$ cat src/rtl/router_pkg.sv
// Shared router constants and types, reused by the input stage, allocator and node top.
package router_pkg;

  localparam int unsigned FLIT_W   = 11;
  localparam int unsigned TAIL_BIT = 10;
  localparam int unsigned HOP_W    = 4;
  localparam int unsigned HOP_LSB  = 6;
  localparam int unsigned CNT_W    = 16;

  typedef logic [FLIT_W-1:0] flit_t;
  typedef logic [HOP_W-1:0]  hop_t;

  // Output allocator selection: keep going, or divert to Braindrop.
  typedef enum logic {
    DEST_FWD   = 1'b0,
    DEST_LOCAL = 1'b1
  } dest_t;

  // Packet framing state: next loaded flit is a header, or part of a packet body.
  typedef enum logic {
    ST_HEADER = 1'b0,
    ST_BODY   = 1'b1
  } pkt_state_t;

  function automatic hop_t hop_of(input flit_t flit);
    return flit[HOP_LSB +: HOP_W];
  endfunction

endpackage

$ cat src/rtl/input_router_if.sv
// Input FIFO pop side plus the two allocator req/ready channels of one input port.
interface input_router_if #(
  parameter int unsigned FLIT_W = router_pkg::FLIT_W
);

  logic              in_empty;
  logic [FLIT_W-1:0] in_data;
  logic              in_rd;
  logic              req_0;
  logic              req_1;
  logic [FLIT_W-1:0] data_out_0;
  logic [FLIT_W-1:0] data_out_1;
  logic              ready_0;
  logic              ready_1;

  // Router stage side.
  modport master (
    input  in_empty, in_data, ready_0, ready_1,
    output in_rd, req_0, req_1, data_out_0, data_out_1
  );

  // FIFO / allocator side.
  modport slave (
    output in_empty, in_data, ready_0, ready_1,
    input  in_rd, req_0, req_1, data_out_0, data_out_1
  );

endinterface

$ cat src/rtl/input_router.sv
// Input-side router stage: pops flits, decodes the header hop count and steers
// whole packets (wormhole) to the forward or Braindrop allocator.
module input_router #(
  parameter int unsigned FLIT_W  = router_pkg::FLIT_W,
  parameter int unsigned HOP_W   = router_pkg::HOP_W,
  parameter int unsigned HOP_LSB = router_pkg::HOP_LSB,
  parameter int unsigned CNT_W   = router_pkg::CNT_W
) (
  input  logic                 clk,
  input  logic                 reset,
  input_router_if.master       bus,
  output logic [CNT_W-1:0]     pkt_cnt_0,
  output logic [CNT_W-1:0]     pkt_cnt_1
);

  import router_pkg::*;

  logic [FLIT_W-1:0] r_hold;
  logic              r_hold_valid;
  dest_t             r_dest;
  pkt_state_t        r_state;
  pkt_state_t        w_state_nxt;
  logic [FLIT_W-1:0] w_load_flit;
  dest_t             w_load_dest;
  logic [HOP_W-1:0]  w_hop;
  logic              w_req_0;
  logic              w_req_1;
  logic              w_xfer;
  logic              w_load;
  logic [CNT_W-1:0]  r_cnt_0;
  logic [CNT_W-1:0]  r_cnt_1;

  assign w_req_0 = r_hold_valid & (r_dest == DEST_FWD);
  assign w_req_1 = r_hold_valid & (r_dest == DEST_LOCAL);
  assign w_xfer  = (w_req_0 & bus.ready_0) | (w_req_1 & bus.ready_1);
  // Reset gating keeps the FIFO untouched while the holding register is being cleared.
  assign w_load  = ~reset & ~bus.in_empty & (~r_hold_valid | w_xfer);
  assign w_hop   = bus.in_data[HOP_LSB +: HOP_W];

  assign bus.in_rd      = w_load;
  assign bus.req_0      = w_req_0;
  assign bus.req_1      = w_req_1;
  assign bus.data_out_0 = w_req_0 ? r_hold : '0;
  assign bus.data_out_1 = w_req_1 ? r_hold : '0;
  assign pkt_cnt_0      = r_cnt_0;
  assign pkt_cnt_1      = r_cnt_1;

  // Header decode / hop rewrite of the incoming flit and next framing state.
  always_comb begin
    w_state_nxt = r_state;
    w_load_flit = bus.in_data;
    w_load_dest = r_dest;
    if (w_load) begin
      if (r_state == ST_HEADER) begin
        if (w_hop == '0) begin
          w_load_dest = DEST_LOCAL;
        end else begin
          w_load_dest = DEST_FWD;
          w_load_flit[HOP_LSB +: HOP_W] = w_hop - HOP_W'(1);
        end
      end
      w_state_nxt = bus.in_data[FLIT_W-1] ? ST_HEADER : ST_BODY;
    end
  end

  // Framing state register.
  always_ff @(posedge clk) begin
    if (reset) begin
      r_state <= ST_HEADER;
    end else begin
      r_state <= w_state_nxt;
    end
  end

  // Holding register: load on pop, otherwise release on transfer.
  always_ff @(posedge clk) begin
    if (reset) begin
      r_hold       <= '0;
      r_hold_valid <= 1'b0;
      r_dest       <= DEST_FWD;
    end else if (w_load) begin
      r_hold       <= w_load_flit;
      r_hold_valid <= 1'b1;
      r_dest       <= w_load_dest;
    end else if (w_xfer) begin
      r_hold_valid <= 1'b0;
    end
  end

  // Per-output count of delivered tail flits, wrapping.
  always_ff @(posedge clk) begin
    if (reset) begin
      r_cnt_0 <= '0;
      r_cnt_1 <= '0;
    end else begin
      if (w_req_0 & bus.ready_0 & r_hold[FLIT_W-1]) r_cnt_0 <= r_cnt_0 + CNT_W'(1);
      if (w_req_1 & bus.ready_1 & r_hold[FLIT_W-1]) r_cnt_1 <= r_cnt_1 + CNT_W'(1);
    end
  end

endmodule

$ cat src/flat_wrapper.sv
// flat-port wrapper written by rule: the top's interface ports become plain ports
module input_router_flat import router_pkg::*;
#(
  parameter int unsigned FLIT_W  = router_pkg::FLIT_W,
  parameter int unsigned HOP_W   = router_pkg::HOP_W,
  parameter int unsigned HOP_LSB = router_pkg::HOP_LSB,
  parameter int unsigned CNT_W   = router_pkg::CNT_W
)
  (clk, reset, pkt_cnt_0, pkt_cnt_1, bus_in_empty, bus_in_data, bus_ready_0, bus_ready_1, bus_in_rd, bus_req_0, bus_req_1, bus_data_out_0, bus_data_out_1);
  input_router_if #(.FLIT_W(FLIT_W)) bus_i ();
  input  logic clk;
  input  logic reset;
  output logic [CNT_W-1:0] pkt_cnt_0;
  output logic [CNT_W-1:0] pkt_cnt_1;
  input wire logic [$bits(bus_i.in_empty)-1:0] bus_in_empty;
  input wire logic [$bits(bus_i.in_data)-1:0] bus_in_data;
  input wire logic [$bits(bus_i.ready_0)-1:0] bus_ready_0;
  input wire logic [$bits(bus_i.ready_1)-1:0] bus_ready_1;
  output wire logic [$bits(bus_i.in_rd)-1:0] bus_in_rd;
  output wire logic [$bits(bus_i.req_0)-1:0] bus_req_0;
  output wire logic [$bits(bus_i.req_1)-1:0] bus_req_1;
  output wire logic [$bits(bus_i.data_out_0)-1:0] bus_data_out_0;
  output wire logic [$bits(bus_i.data_out_1)-1:0] bus_data_out_1;
  assign bus_i.in_empty = bus_in_empty;
  assign bus_i.in_data = bus_in_data;
  assign bus_i.ready_0 = bus_ready_0;
  assign bus_i.ready_1 = bus_ready_1;
  assign bus_in_rd = bus_i.in_rd;
  assign bus_req_0 = bus_i.req_0;
  assign bus_req_1 = bus_i.req_1;
  assign bus_data_out_0 = bus_i.data_out_0;
  assign bus_data_out_1 = bus_i.data_out_1;
  input_router #(.FLIT_W(FLIT_W), .HOP_W(HOP_W), .HOP_LSB(HOP_LSB), .CNT_W(CNT_W)) u_core (.clk(clk), .reset(reset), .bus(bus_i), .pkt_cnt_0(pkt_cnt_0), .pkt_cnt_1(pkt_cnt_1));
endmodule
$ cat config.mk
export PLATFORM = sky130hd
export DESIGN_NAME = input_router_flat
export DESIGN_NICKNAME = d
export VERILOG_FILES = /design/src/rtl/router_pkg.sv /design/src/rtl/input_router_if.sv /design/src/rtl/input_router.sv /design/src/flat_wrapper.sv
export SDC_FILE = /design/constraint.sdc
export NUM_CORES = 1
export LEC_CHECK = 0
export BUFFER_PORTS_ARGS = -buffer_cell sky130_fd_sc_hd__buf_2
export CORE_MARGIN = 1.5
export CORE_UTILIZATION = 40
export DETAILED_ROUTE_END_ITERATION = 16
export GPL_TIMING_DRIVEN = 1
export PLACE_DENSITY_LB_ADDON = 0.3
export SLEW_MARGIN = 20
export SYNTH_ARGS = -nofsm -noshare
export SYNTH_HDL_FRONTEND = slang
export SYNTH_SLANG_ARGS = --single-unit
$ cat constraint.sdc
create_clock -name clk -period 2.1 [get_ports clk]
set_input_delay 0.315 -clock clk [delete_from_list [all_inputs] [get_ports clk]]
set_output_delay 0.315 -clock clk [all_outputs]
set_load 0.01 [all_outputs]
==> impl_metrics.csv, run 1 <==
group,metric,value,unit
drt,wl_met2,2320,um
outcome,outcome,"complete, no violations",
power,leakage,1.34,nW
timing,setup_violations,0,
synthesis,synth_area_leader_cell,"dfxtp_1",
die,die_w,78.8,um
hold_path,hold_end,"u_core.r_state",
timing,rsz0062_at_grt,"false",
synthesis,ys_seq_elements,46,
synthesis,ys_seq_area_share,40.0,%
clock_network,h-tree-depth,2,
power,swShare,21.2,%
synthesis,syn_area,2300,um2
timing,tightest_slew,0.374,ns
die,core_area,5540,um2
hold_path,hold_start,"bus_in_data[10]",
synthesis,yosysWarnings,0,
drt,viasPerCell,4.92,
worst_setup_path,worstPathRequired,1.78,ns
drt,drt-total-wl,4880,um
grt,grt.total_usage,16.3,%
clock_network,ctsResizeCount,0,
synthesis,synthArstFlopShare,0,%
layout,multi_input_area,1260,um2
worst_setup_path,reg2reg_depth,5,
worst_setup_path,reg2reg_to,"u_core.pkt_cnt_0[14]",
timing,fin_ws,0.100,ns
grt,grt_pass1_wl,8240,um
die,ios,73,
grt,antenna_found_initial,0,
timing,skew,0.00628,ns
clock_network,cts_setup_buffers,0,
clock_network,cts_hold_buf,0,
grt,grt-ovfl-total,0,
clock_network,tritoncts,"yes",
power,internal-power,0.00146,W
synthesis,yosysUniqueCellTypes,40,
die,row_count,27,
worst_setup_path,worstPathArrival,1.69,ns
layout,regArea,921,um2
worst_setup_path,cp-end-kind,"output pin",
synthesis,syn_nets,289,
drt,wl_met1,2270,um
timing,min_period_over_period,95.2,%
drt,drc_errors,0,
worst_setup_path,critPathSlowestCell,"dfxtp_1",
timing,max_slew_margin,74.9,%
layout,area_growth_syn_to_layout,25.4,%
clock_network,cts_max_path_buffers,2,
die,start_util,41.5,%
layout,antenna_cells,0,
timing,post-route-min-period,2.00,ns
placed_design,preCtsSetupSlack,0.189,ns
worst_setup_path,crit_fanout,10,
power,p_clk_share,43.3,%
drt,drtAntennaViolNets,0,
worst_setup_path,path_cells,"or2b_2 > a311oi_4 > buf_4 > buf_2",
worst_setup_path,cp_top_family,"flip-flops",
layout,utilization,52.1,%
drt,top_layer,"met4",
worst_setup_path,crit_buf_inv,2,
clock_network,cts_buffers,5,
clock_network,cts.reportedPaths.clkPinSlew,0.08,ns
die,dieHeight,78.8,um
clock_network,clk_latency,0.29,ns
layout,fillerInstances,554,
placed_design,portBuffers,72,
drt,wire_per_inst,11.7,um
timing,hold_viol,0,
worst_setup_path,worstReg2RegStart,"u_core.pkt_cnt_0[0]",
power,p_sw,0.000392,W
power,combPwrFrac,7.5,%
worst_setup_path,r2r_setup_slack,0.17,ns
synthesis,synthesis.instances,270,
synthesis,synth_top_area_share,40.0,%
timing,drv_slew,0,
hold_path,min_path_type,"input pin to flip-flop",
clock_network,clock-root-buffer,"clkbuf_8",
run,max_cap_viol_count,0,
worst_setup_path,cp-start-kind,"flip-flop",
power,power_frac_seq,49.2,%
timing,final.setup.tns,0,ns
die,dieArea,6210,um2
power,power.density,643,nW/um2
power,ir_worst_vdd,0.000329,V
placed_design,dp_hpwl,3630,um
worst_setup_path,slowest_delay,0.40,ns
worst_setup_path,path_class,"flip-flop to output pin",
hold_path,whs_path_depth,2,
layout,final_common_cell,"buf_2",
synthesis,synth.avg_cell_area,8.52,um2
synthesis,netlist_top_cells_area,"dfxtp_1 40%, xnor2_1 5.7%, nor2_1 5.4%",
drt,drt-pass1-iter-count,4,
grt,grt_max_degree,29,
clock_network,clock_sinks,46,
synthesis,synth_edf_count,0,
layout,nets,362,
drt,drtIter0Drc,49,
layout,drive_above_1_share,30.8,%
synthesis,synth-main-ff-cell,"dfxtp_1",
drt,wl_met3,253,um
grt,grt_pass1_vias,1827,
drt,vias,2045,
timing,fmax,500,MHz
placed_design,routabilityCongestion,0.779,
layout,mostFrequentLayoutCells,"72 x buf_2, 46 x dfxtp_1, 33 x nor2_1",
==> synthesized netlist by cell type (4+ instances only) <==
library cell and count:
dfxtp_1 46, nor2_1 33, nand3_1 15, xnor2_1 15, nand2_1 14, o21ai_0 13
inv_1 12, and2_1 11, and3_1 11, a21oi_1 10, clkbuf_1 9, mux2_2 7
nand2b_1 7, nand4_1 7, nor2b_1 7, nor3_1 7, nor4_1 6, or3_1 4
==> routing by layer <==
layer | track usage (%) | up-vias
met5 | 0 | -
met4 | 3.68 | 0
met3 | 3.91 | 4
met2 | 28.4 | 50
met1 | 20.2 | 920
li1 | - | 1071
==> cell families (layout without fill, tap and decap cells) <==
logic type	count (synthesis)	after routing	synth area share [%]
AND/OR/NAND/NOR	136	136	33.1
flip-flops	46	46	40.0
AO/OA/AOI/OAI	30	30	8.16
buffers and inverters	26	100	4.95
XOR/XNOR	18	18	6.86
multiplexers	11	11	5.22
adder cells (fa/ha/maj)	3	3	1.63
==> registers in the layout, summed over array words and instances (netlist names) <==
signal	cells
u_core.r_dest	1
u_core.r_state	1
u_core.r_hold	11
u_core.pkt_cnt_1	16
u_core.pkt_cnt_0	16
u_core.r_hold_valid	1
==> power groups by stage <==
stage	clock (W)	combinational, W	sequential [W]
after floorplan	0	0.0000989	0.000923
after global placement	0	0.000138	0.000931
after detailed placement	0	0.000140	0.000932
after CTS	0.000826	0.000140	0.000912
after global routing	0.000860	0.000156	0.000917
final	0.000803	0.000139	0.000911
==> worst max path at each step <==
stage / from / to / slack [ns] / depth (start not counted)
floorplan: u_core.pkt_cnt_0[0] / u_core.pkt_cnt_0[12] / 0.27 / 5
global placement: u_core.pkt_cnt_0[0] / u_core.pkt_cnt_0[12] / 0.29 / 5
detailed placement: u_core.pkt_cnt_0[0] / u_core.pkt_cnt_0[12] / 0.19 / 5
CTS: u_core.r_dest / bus_in_rd / 0.1 / 4
global route: u_core.r_dest / bus_in_rd / 0.001 / 4
finish: u_core.r_dest / bus_in_rd / 0.1 / 4
==> final cells by class <==
cell class	count	area share, %
sequential	46	31.9
clock buffer	6	2.86
inverter	12	1.56
multi-input combinational	198	43.9
clock inverter	2	2.08
tap	72	3.12
timing repair buffer	80	14.6
==> stage by stage <==
step | hold WS, ns | power (W) | area (um2) | instances
floorplan | 0.407 | 0.00102 | 2300 | 270
global placement | 0.471 | 0.00107 | 2740 | 408
detailed placement | 0.475 | 0.00107 | 2740 | 408
CTS | 0.194 | 0.00188 | 2880 | 416
global route | 0.214 | 0.00193 | 2880 | 416
finish | 0.206 | 0.00185 | 2880 | 416
No activity file was read; power rests on OpenSTA's default activity.
==> run 2: changes to the inputs <==
Settings changed: CELL_PAD_IN_SITES_DETAIL_PLACEMENT from default to 1, CELL_PAD_IN_SITES_GLOBAL_PLACEMENT from default to 2, CORE_UTILIZATION 40 to 29.
==> impl_metrics.csv, run 2 (synthesis results as in run 1) <==
group,metric,value,unit
layout,final_cell_count_no_fill,443,
worst_setup_path,path_cells,"or2b_2 > a311oi_4 > buf_12 > buf_2",
layout,drive_above_1_share,29.6,%
grt,grt-ovfl-total,0,
drt,drtAntennaViolNets,0,
timing,max_slew_margin,63.8,%
drt,drtIter0Drc,45,
clock_network,cts_buffers,5,
clock_network,clock-root-buffer,"clkbuf_8",
placed_design,dp_hpwl,4250,um
clock_network,cts.reportedPaths.clkPinSlew,0.08,ns
grt,grt_pass1_wl,9470,um
clock_network,cts_hold_buf,0,
die,die_w,92.1,um
drt,viasPerCell,4.73,
worst_setup_path,crit_buf_inv,2,
layout,area_growth_syn_to_layout,24.0,%
clock_network,h-tree-depth,2,
timing,min_period_over_period,93.8,%
die,dieHeight,92.1,um
worst_setup_path,slowest_delay,0.37,ns
clock_network,clk_latency,0.29,ns
drt,wire_per_inst,13.0,um
layout,antenna_cells,0,
worst_setup_path,worstPathArrival,1.65,ns
outcome,outcome,"complete, no violations",
timing,hold_viol,0,
drt,drc_errors,0,
placed_design,routabilityCongestion,0.770,
timing,rsz0062_at_grt,"false",
clock_network,clock_sinks,46,
power,ir_worst_vdd,0.000203,V
worst_setup_path,crit_fanout,26,
grt,grt.total_usage,13.8,%
power,leakage,1.30,nW
worst_setup_path,path_class,"flip-flop to output pin",
timing,hold_ws,0.224,ns
clock_network,tritoncts,"yes",
die,dieArea,8470,um2
worst_setup_path,worstPathRequired,1.78,ns
die,start_util,29.9,%
timing,tightest_slew,0.543,ns
drt,drt-total-wl,5780,um
timing,setup_violations,0,
timing,final.setup.tns,0,ns
worst_setup_path,cp-end-kind,"output pin",
clock_network,cts_setup_buffers,0,
run,max_cap_viol_count,0,
layout,final_common_cell,"buf_2",
timing,skew,0.00482,ns
worst_setup_path,cp_top_family,"flip-flops",
timing,drv_slew,0,
grt,antenna_found_initial,0,
drt,vias,2097,
power,power.density,546,nW/um2
layout,nets,360,
worst_setup_path,critPathSlowestCell,"dfxtp_1",
grt,grt_pass1_vias,2011,
die,ios,73,
placed_design,portBuffers,72,
hold_path,min_path_type,"input pin to flip-flop",
placed_design,dp_cells,436,
layout,mostFrequentLayoutCells,"72 x buf_2, 46 x dfxtp_1, 33 x nor2_1",
die,row_count,32,
drt,drt-pass1-iter-count,4,
timing,fmax,508,MHz
clock_network,cts_max_path_buffers,2,
die,core_area,7690,um2
clock_network,ctsResizeCount,0,
grt,grt_max_degree,54,
worst_setup_path,cp-start-kind,"flip-flop",
timing,post-route-min-period,1.97,ns
[run 2: changes by cell type in the layout (fill, tap and decap cells not counted)]
cell | previous run | this run
clkbuf_1 | 0 | 2
bufinv_16 | 2 | 0
buf_12 | 0 | 1
buf_4 | 8 | 5
clkbuf_8 | 6 | 5
[run 2: path summary, 6_finish.rpt]
| path | start | to | slack [ns] | depth (start not counted) |
|---|---|---|---|---|
| min reg2reg | u_core.r_hold[2] | u_core.r_hold[2] | 0.49 | 2 |
| max reg2reg | u_core.pkt_cnt_0[0] | u_core.pkt_cnt_0[14] | 0.20 | 5 |
| max | u_core.r_dest | bus_in_rd | 0.13 | 4 |
| min | bus_in_data[5] | u_core.r_hold[5] | 0.22 | 3 |
[run 2: worst register-to-register path, delay by kind of cell (launching register included)]
| family | cells | cell delay (ns) |
|---|---|---|
| flip-flops | 1 | 0.42 |
| AO/OA/AOI/OAI | 1 | 0.14 |
| adder cells (fa/ha/maj) | 1 | 0.24 |
| AND/OR/NAND/NOR | 3 | 1.03 |
[run 2: through the flow]
step | power [W] | setup slack, ns | area, um2 | utilization, %
floorplan | 0.00102 | 0.273 | 2300 | -
global placement | 0.00108 | 0.270 | 2780 | 36.1
detailed placement | 0.00108 | 0.216 | 2780 | 36.1
CTS | 0.00159 | 0.100 | 2850 | 37.1
global route | 0.00165 | 0.0491 | 2850 | 37.1
finish | 0.00156 | 0.131 | 2850 | 37.1
[run 2: power breakdown]
part | leakage, nW | switching, W | internal, W
Combinational | 0.891 | 0.0000838 | 0.0000622
Clock | 0.0383 | 0.000272 | 0.000230
Sequential | 0.373 | 0.0000167 | 0.000892
[run 2: area by class of cell]
type | count | area (um2)
clock buffer | 7 | 76.3
fill | 986 | 4830
sequential | 46 | 921
tap | 102 | 128
multi-input combinational | 198 | 1260
inverter | 12 | 45.0
timing repair buffer | 78 | 418
[run 2: layer usage]
metal	GRT usage [%]	vias to the layer above	share of wire, %
li1	-	1064	-
met4	3.85	0	0.92
met1	17.3	988	47
met5	0	-	0
met3	2.65	5	4.2
met2	24.0	40	47
==> run 3: changes to the inputs <==
Settings changed: CELL_PAD_IN_SITES_DETAIL_PLACEMENT 1 to default, CELL_PAD_IN_SITES_GLOBAL_PLACEMENT 2 to default, CORE_UTILIZATION 29 to 40, RECOVER_POWER from default to 25.
==> impl_metrics.csv, run 3 (synthesis results as in run 1) <==
group,metric,value,unit
clock_network,cts.reportedPaths.clkPinSlew,0.08,ns
timing,hold_ws,0.206,ns
clock_network,cts_max_path_buffers,2,
worst_setup_path,worstPathArrival,1.69,ns
die,dieHeight,78.8,um
drt,drt-total-wl,4870,um
worst_setup_path,cp-start-kind,"flip-flop",
die,ios,73,
placed_design,routabilityCongestion,0.779,
worst_setup_path,crit_fanout,10,
layout,utilization,51.5,%
grt,grt-ovfl-total,0,
timing,tightest_slew,0.374,ns
grt,antenna_found_initial,0,
layout,area_growth_syn_to_layout,24.1,%
drt,wire_per_inst,11.7,um
clock_network,clk_latency,0.29,ns
die,core_area,5540,um2
timing,skew,0.00623,ns
timing,drv_slew,0,
timing,fmax,500,MHz
worst_setup_path,reg2reg_depth,5,
worst_setup_path,worstPathRequired,1.78,ns
clock_network,clock_sinks,46,
clock_network,tritoncts,"yes",
layout,antenna_cells,0,
grt,grt_max_degree,29,
run,max_cap_viol_count,0,
placed_design,dp_hpwl,3630,um
clock_network,clock-root-buffer,"clkbuf_8",
drt,drtAntennaViolNets,0,
layout,drive_above_1_share,23.8,%
layout,mostFrequentLayoutCells,"48 x buf_2, 46 x dfxtp_1, 33 x nor2_1",
timing,post-route-min-period,2.00,ns
grt,grt.total_usage,16.3,%
clock_network,ctsResizeCount,0,
power,power.density,650,nW/um2
timing,final.setup.tns,0,ns
grt,grt_pass1_wl,8240,um
layout,final_cell_count_no_fill,416,
power,ir_worst_vdd,0.000329,V
timing,hold_viol,0,
drt,vias,2043,
placed_design,portBuffers,72,
clock_network,cts_setup_buffers,0,
worst_setup_path,cp-startpoint,"u_core.r_dest",
layout,nets,362,
hold_path,whs_path_depth,2,
hold_path,min_path_type,"input pin to flip-flop",
layout,final_common_cell,"buf_2",
worst_setup_path,path_class,"flip-flop to output pin",
placed_design,dp_cells,408,
drt,drt-pass1-iter-count,4,
worst_setup_path,cp-end-kind,"output pin",
layout,fillerInstances,570,
die,die_w,78.8,um
timing,rsz0062_at_grt,"false",
outcome,outcome,"complete, no violations",
die,dieArea,6210,um2
worst_setup_path,worstReg2RegStart,"u_core.pkt_cnt_0[0]",
clock_network,cts_buffers,5,
power,leakage,1.24,nW
timing,setup_violations,0,
die,row_count,27,
hold_path,hold_start,"bus_in_data[10]",
drt,drtIter0Drc,49,
power,total_power,0.00185,W
die,start_util,41.5,%
drt,drc_errors,0,
clock_network,h-tree-depth,2,
drt,viasPerCell,4.91,
clock_network,cts_hold_buf,0,
grt,grt_pass1_vias,1827,
timing,min_period_over_period,95.3,%
timing,max_slew_margin,74.9,%
run 3: path summary, 6_finish.rpt:
check	slack, ns	endpoint
hold / removal	0.21	u_core.r_state
setup reg to reg	0.17	u_core.pkt_cnt_0[14]
hold reg to reg	0.49	u_core.r_hold[4]
setup / recovery	0.1	bus_in_rd
run 3: report_power, final:
part           leakage (nW)  switching [W]  total (W)  internal (W)
logic                 0.792      0.0000779   0.000139     0.0000615
registers             0.373      0.0000189   0.000911      0.000892
clock network        0.0714       0.000295   0.000803      0.000508
total                  1.24       0.000392    0.00185       0.00146
run 3: metrics by stage:
step	instance area (um2)	worst slack (ns)
global placement	2740	0.294
finish	2850	0.0991
detailed placement	2740	0.189
floorplan	2300	0.273
global route	2850	0.000965
CTS	2880	0.0971
run 3: worst max-delay path: stages, from the launching register on:
cell and delay [ns]:
dfxtp_1 0.40, or2b_2 0.36, a311oi_4 0.28, buf_4 0.21, buf_2 0.14
run 3: routing by layer:
layer / wire, um / global-route usage [%]
met3: 235 / 3.91
met1: 2280 / 20.2
met5: 0 / 0
met2: 2330 / 28.4
met4: 30 / 3.68
run 3: cell type report:
class / count / area (um2) / area share (%)
multi-input combinational: 198 / 1260 / 44.3
tap: 72 / 90.1 / 3.16
timing repair buffer: 80 / 390 / 13.7
clock inverter: 2 / 60.1 / 2.10
inverter: 12 / 45.0 / 1.58
clock buffer: 6 / 82.6 / 2.89
sequential: 46 / 921 / 32.3
